$ cat config.mk
export PLATFORM = sky130hd
export DESIGN_NAME = p_seq
export DESIGN_NICKNAME = d
export VERILOG_FILES = /design/src/rtl/p_seq.sv
export SDC_FILE = /design/constraint.sdc
export NUM_CORES = 1
export LEC_CHECK = 0
export CORE_AREA = 2 2 64 66
export CTS_CLUSTER_DIAMETER = 200
export CTS_CLUSTER_SIZE = 25
export DETAILED_ROUTE_END_ITERATION = 8
export DIE_AREA = 0 0 66 68
export PLACE_DENSITY = 0.72
export SYNTH_ARGS = -nofsm -noshare
export SYNTH_HDL_FRONTEND = slang
export SYNTH_SLANG_ARGS = --single-unit
$ cat constraint.sdc
create_clock -name clk -period 2.8 [get_ports clk]
set_input_delay 0.84 -clock clk [delete_from_list [all_inputs] [get_ports clk]]
set_output_delay 0.84 -clock clk [all_outputs]
set_load 0.05 [all_outputs]
$ cat src/rtl/p_seq.sv
// Sequenced unary/thermometer admission checker: captures a W-bit vector, scans
// it LSB-first in C-bit chunks over W/C beats, then reports admit + run length.
module p_seq #(
  parameter int W                     = 16,
  parameter int C                     = 4,
  parameter int P_ADMIT_COMPLIMENT_EN = 1,
  localparam int LW                   = $clog2(W)
) (
  input  logic          clk,
  input  logic          arst_n,
  input  logic          i_valid,
  input  logic [W-1:0]  i_x,
  output logic          o_ready,
  output logic          o_valid,
  output logic          o_is_unary,
  output logic [LW-1:0] o_len,
  input  logic          i_ready
);

  localparam int N     = W / C;
  localparam int CW    = (N > 1) ? $clog2(N) : 1;
  // One spare bit so an all-ones/all-zeros run of length W cannot wrap to a small value.
  localparam int LEN_W = LW + 1;
  localparam logic EN_COMPL = (P_ADMIT_COMPLIMENT_EN != 0);

  typedef enum logic [1:0] {S_IDLE, S_BUSY, S_DONE} state_t;
  typedef enum logic [1:0] {PH_RUN, PH_TAIL, PH_BAD} phase_t;

  state_t           state, state_nxt;
  phase_t           phase, phase_scan;
  logic [W-1:0]     x_q;
  logic [CW-1:0]    cnt;
  logic             pol;
  logic [LEN_W-1:0] len, len_scan;
  logic             accept;
  logic             last_beat;
  logic             admit;

  assign o_ready   = (state == S_IDLE);
  assign o_valid   = (state == S_DONE);
  assign accept    = i_valid & o_ready;
  assign last_beat = (cnt == CW'(N - 1));

  // Scan the low C bits of the shifting capture register, carrying phase and len.
  // NOTE: every variable written here gets a default first, so no latch is inferred.
  always_comb begin
    phase_scan = phase;
    len_scan   = len;
    for (int b = 0; b < C; b++) begin
      case (phase_scan)
        PH_RUN:  if (x_q[b] == pol) len_scan = len_scan + LEN_W'(1);
                 else               phase_scan = PH_TAIL;
        PH_TAIL: if (x_q[b] == pol) phase_scan = PH_BAD;
        default: ;
      endcase
    end
  end

  always_comb begin
    state_nxt = state;
    case (state)
      S_IDLE:  if (accept)    state_nxt = S_BUSY;
      S_BUSY:  if (last_beat) state_nxt = S_DONE;
      S_DONE:  if (i_ready)   state_nxt = S_IDLE;
      default: state_nxt = S_IDLE;
    endcase
  end

  // NOTE: sequential state uses non-blocking assignments so every register
  // samples pre-edge values regardless of statement order.
  always_ff @(posedge clk or negedge arst_n) begin
    if (!arst_n) begin
      state <= S_IDLE;
      phase <= PH_RUN;
      len   <= '0;
      pol   <= 1'b0;
      cnt   <= '0;
      x_q   <= '0;
    end else begin
      state <= state_nxt;
      if (accept) begin
        x_q   <= i_x;
        cnt   <= '0;
        pol   <= i_x[0];
        phase <= PH_RUN;
        len   <= '0;
      end else if (state == S_BUSY) begin
        x_q   <= x_q >> C;
        cnt   <= cnt + CW'(1);
        phase <= phase_scan;
        len   <= len_scan;
      end
    end
  end

  // Outputs decode held state only; nothing from i_* reaches o_* combinationally.
  assign admit      = (phase == PH_TAIL) & (pol | EN_COMPL);
  assign o_is_unary = o_valid & admit;
  assign o_len      = o_is_unary ? len[LW-1:0] : '0;

endmodule
## Word-level counts from Yosys, hierarchy flattened

Index checks and enable logic that the tools add are counted.

- Flip-flop bits (word level): 28
- Input bits: 20
- Output and inout port bits: 7

- $add $sub $neg: 5
- Equal/unequal tests: 14
- Muxes and demuxes: 33
- Bitwise logic cells: 2
- Reductions and logical operators: 7

Operator list:

| operator | number |
|---|---|
| $mux W5 | 10 |
| $mux W16 | 2 |
| $mux W2 | 15 |
| $add A5 B1 Y5 const B | 4 |
| $pmux W2 S2 | 4 |
| $eq A2 B1 Y1 const B | 5 |
| $logic_not A2 Y1 | 5 |
| $pmux W2 S3 | 1 |
| $eq A1 B1 Y1 | 4 |
| $eq A2 B2 Y1 const B | 2 |
| $mux W4 | 1 |
| $ne A2 B1 Y1 const B | 2 |
| $reduce_and A3 Y1 | 1 |
| $add A2 B1 Y2 const B | 1 |
| $and A1 B1 Y1 | 2 |
| $ne A2 B2 Y1 const B | 1 |
| $reduce_bool A2 Y1 | 1 |

## Logic depth before layout (Yosys ltp)

- Word-level depth: 14
- Depth in mapped cells: 14
- Gate-level depth less buffers: 13

## Worst setup path before layout

OpenSTA, ideal clock, no wires.

- Path type: register to output
- From: reg state[0]
- To: out o_len[0]
- Arrival: 3.109 ns
- Required time: 1.960 ns
- Slack: -1.149 ns
- Stages on the path, launching flop included: 4
- Path through: dfrtp_1 nor2b_1 nor3b_1 and2_1

- Cells in the longest elaborated chain, start to end: 3

RTL lines:

| element | line | text |
|---|---|---|
| start: declaration | 29 | `state_t state, state_nxt;` |
| start signal: assignment | 80 | `state <= state_nxt;` |
| $eq A2 B2 Y1 | 40 | `assign o_valid = (state == S_DONE);` |
| named net o_valid | 14 | `output logic o_valid,` |
| $and A1 B1 Y1 | 98 | `assign o_is_unary = o_valid & admit;` |
| named net o_is_unary | 15 | `output logic o_is_unary,` |
| $mux W4 | 99 | `assign o_len = o_is_unary ? len[LW-1:0] : '0;` |
| end: declaration | 16 | `output logic [LW-1:0] o_len,` |

The timed path passes the listed nets, and every way through them passes these cells.

## Worst setup path in the final report

- From: reg phase[1]
- To: reg len[2]

- Cells in the longest elaborated chain, start to end: 13
- Elaborated cells between the ends (all ways): 28
- Classes of those cells: add/sub (3); eq/ne (3); mux (18); reduce/logical (4)

RTL lines:

| element | line | text |
|---|---|---|
| start: declaration | 30 | `phase_t phase, phase_scan;` |
| start signal: assignment | 90 | `phase <= phase_scan;` |
| $logic_not A2 Y1 | 50 | `case (phase_scan)` |
| $mux W5 | 50 |  |
| $add A5 B1 Y5 | 51 | `PH_RUN: if (x_q[b] == pol) len_scan = len_scan + LEN_W'(1);` |
| $mux W5 | 51 |  |
| $mux W5 | 50 |  |
| $add A5 B1 Y5 | 51 |  |
| $mux W5 | 51 |  |
| $mux W5 | 50 |  |
| $add A5 B1 Y5 | 51 |  |
| $mux W5 | 51 |  |
| $mux W5 * | 50 |  |
| $mux W5 * | 87 | `end else if (state == S_BUSY) begin` |
| $mux W5 * | 81 | `if (accept) begin` |
| end signal: assignment | 91 | `len <= len_scan;` |
| end: declaration | 34 | `logic [LEN_W-1:0] len, len_scan;` |

Every way passes the cells marked *; elsewhere a longest branch is shown, timed or not. The select of a mux whose other input is x is not followed.
A chain may end at the register's enable or synchronous reset.

==> results.txt <==
Commonest non-fill, non-tap cell in the layout: nand2_1
DRC viols: 0
IO Pins: 27
Area post-placement: 0.002073 sq mm
Vias/cell: 5.202
Met2 Routed Length: 1775 um
Clock-pin slew on the worst setup and hold paths: 0.09 ns
Clock Latency Late Sink: 0.27 ns
Leading area contributor after synthesis: dfrtp_1
Setup TNS: 0 ns
Vias: 1441
Synthesized net count: 223
H-tree Lvls: 1
Status: completed
Sequential area share after synthesis: 0.3896
GRT overflow: 0
Post-layout util: 0.5535
Row Count: 23
Critical Path RT: 2.94 ns
Total global-route track usage: 0.1764
Maximum vdd drop: 0.0004328 V
Final std cell area, no fill: 0.002135 sq mm
CTS tree: yes
Synthesized area per cell: 8.758 sq um
First drt pass iteration count: 5
Wl on met1: 1638 um
First-pass GRT wire length: 6099 um
Final WL: 3564 um
Syn. warnings: 0
Post-DRT Antenna Nets: 0
Initial core utilization: 0.4497
Pin count of the biggest net entering global routing: 28
Unrepaired setup endpoints after global routing: false
Layout cell share with drive strength beyond 1: 0.1806
Synthesized flop and latch total: 27
CTS buffer count: 3
Post-synth EDFFs: 0
Async S/R FF share, synth: 1.000
Synth cell types: 42
Area grow syn2layout: 23.09%
Setup CP Type: reg2reg
Fmax: 372.9 MHz
Critical path fanouts, max: 7
Cell count after synthesis: 198
Die area: 0.004488 sq mm
Die height: 68 um
Initial antenna violation count: 0
DR iter-0 viols: 73
Primary FF master, synth: dfrtp_1
Final hold viol count: 0
Count of final max-slew check failures: 0
Critical Path Most Common Cell: ha_1
Synth top area cells: dfrtp_1, nand2_1, a22oi_1
Final Cycle Share: 0.9578
Final Wtd Congestion: 0.8059
Uppermost layer routed: met4
Top cell type's share of synthesized area: 0.3896
WP data arrival: 2.82 ns
Clock Path Buffers: 2
Least-Margin Pin Slew: 0.6163 ns
Final setup viols: 0
CP max-delay cell: dfrtp_1
Sink Count: 27
Most frequent cells in the layout: nand2_1, dfrtp_1, clkdlybuf4s50_1, buf_4
Mapped cell area: 0.001734 sq mm
Fin nets: 253
Critical path endpoint category: flop
Leak: 0.9773 nW
MaxCap Viol Count: 0
ANT cells: 0
Hold WC Path Type: reg2reg
Crit path cell chain: buf_4 -> nor2_4 -> nand2_2 -> xnor2_1 -> ha_1 -> nor2_1 -> a32oi_1 -> ha_1 -> mux2i_1 -> inv_1 -> ha_1 -> and3_2 -> nor2_1 -> o21ai_1
Max transition margin: 0.5891
Root buffer selected by CTS: clkbuf_8
Number of buffers added on ports: 26
Setup crit start kind: flop
Wire length per cell: 12.87 um
Fin Clk Skew: 0.002677 ns
Crit path largest cell delay: 0.39 ns
Min cycle time layout: 2.682 ns
WL met3: 96 um
Power Dens Cells: 1120 mW/mm^2
Dpl hpwl: 2641 um
Core Region: 0.003856 sq mm
Number of global-route vias before repair: 1378
Die X: 66 um
worst paths after layout:
check,startpoint,to,slack (ns),depth (start not counted)
min in group asynchronous,arst_n,x_q[6]$_DFFE_PN0P_,0.94,2
max in group asynchronous,arst_n,len[0]$_DFFE_PN0P_,1.60,2
min,x_q[7]$_DFFE_PN0P_,x_q[7]$_DFFE_PN0P_,0.49,2
min reg2reg,x_q[7]$_DFFE_PN0P_,x_q[7]$_DFFE_PN0P_,0.49,2
max reg2reg,phase[1]$_DFFE_PN0P_,len[2]$_DFFE_PN0P_,0.12,14
max,phase[1]$_DFFE_PN0P_,len[2]$_DFFE_PN0P_,0.12,14
sequential cells by signal, summed over array words and instances, names as in the netlist:
register  cells
cnt           2
len           4
phase         2
pol           1
state         2
x_q          16
per-layer routing:
layer / up-vias / GRT usage
met5: - / 0
met4: 0 / 0.07143
met3: 6 / 0.01480
met2: 31 / 0.3182
met1: 663 / 0.2194
li1: 741 / -
cell families (layout without fill, tap and decap cells):
| logic type | count (synthesis) | after routing | synth area share |
|---|---|---|---|
| AOI/OAI and AO/OA | 41 | 41 | 0.1508 |
| xor gates and xnor gates | 13 | 13 | 0.07792 |
| adders and majority gates | 5 | 5 | 0.03608 |
| buffers and inverters | 19 | 48 | 0.05483 |
| DFF | 27 | 27 | 0.3896 |
| muxes | 3 | 3 | 0.01804 |
| and+or+nand+nor | 90 | 90 | 0.2727 |
area by class of cell:
cell class / count / area, sq um
Clock buffer: 4 / 45.04
Sequential cell: 27 / 675.6
Tap cell: 50 / 62.56
Fill cell: 378 / 1722
Timing Repair Buffer: 38 / 337.8
Inverter: 6 / 22.52
Multi-Input combinational cell: 152 / 991.0
metrics by stage:
step | total power, mW | instances | worst slack, ns | hold WS (ns)
after floorplan | 1.798 | 198 | 0.02234 | 0.4457
after global placement | 2.105 | 272 | 0.2016 | 0.4616
after detailed placement | 2.142 | 272 | 0.1012 | 0.4674
after CTS | 2.367 | 276 | 0.08812 | 0.4891
after global routing | 2.610 | 277 | 0.006735 | 0.5053
final | 2.390 | 277 | 0.1182 | 0.4861
power by group:
group,switching (mW),internal (mW)
Combinational,0.837,0.629
Clock,0.118,0.102
Sequential,0.141,0.563
synth_stat cells (5+ instances only):
| library cell | count |
|---|---|
| ha_1 | 5 |
| inv_1 | 6 |
| xor2_1 | 5 |
| o21ai_0 | 11 |
| a21oi_1 | 6 |
| nand3_1 | 11 |
| clkbuf_1 | 6 |
| nor2_1 | 8 |
| a22oi_1 | 11 |
| and2_1 | 6 |
| dfrtp_1 | 27 |
| nand2_1 | 40 |
| xnor2_1 | 6 |
critical path, delay by kind of cell (launching register included):
family                     cells  cell delay (ns)
and+or+nand+nor                5             0.59
AOI/OAI and AO/OA              2             0.27
xor gates and xnor gates       1             0.13
DFF                            1             0.39
muxes                          1             0.20
buffers and inverters          2             0.23
adders and majority gates      3             0.76
repair_timing:
item | in CTS | in global routing
setup endpoints to repair | 0 | 3
endpoints found under the hold margin | 0 | 0
gates resized for setup | 0 | 4
hold buffers | 0 | 0
setup buffers | 0 | 1
Note: power is estimated with default switching activity, not from simulation.
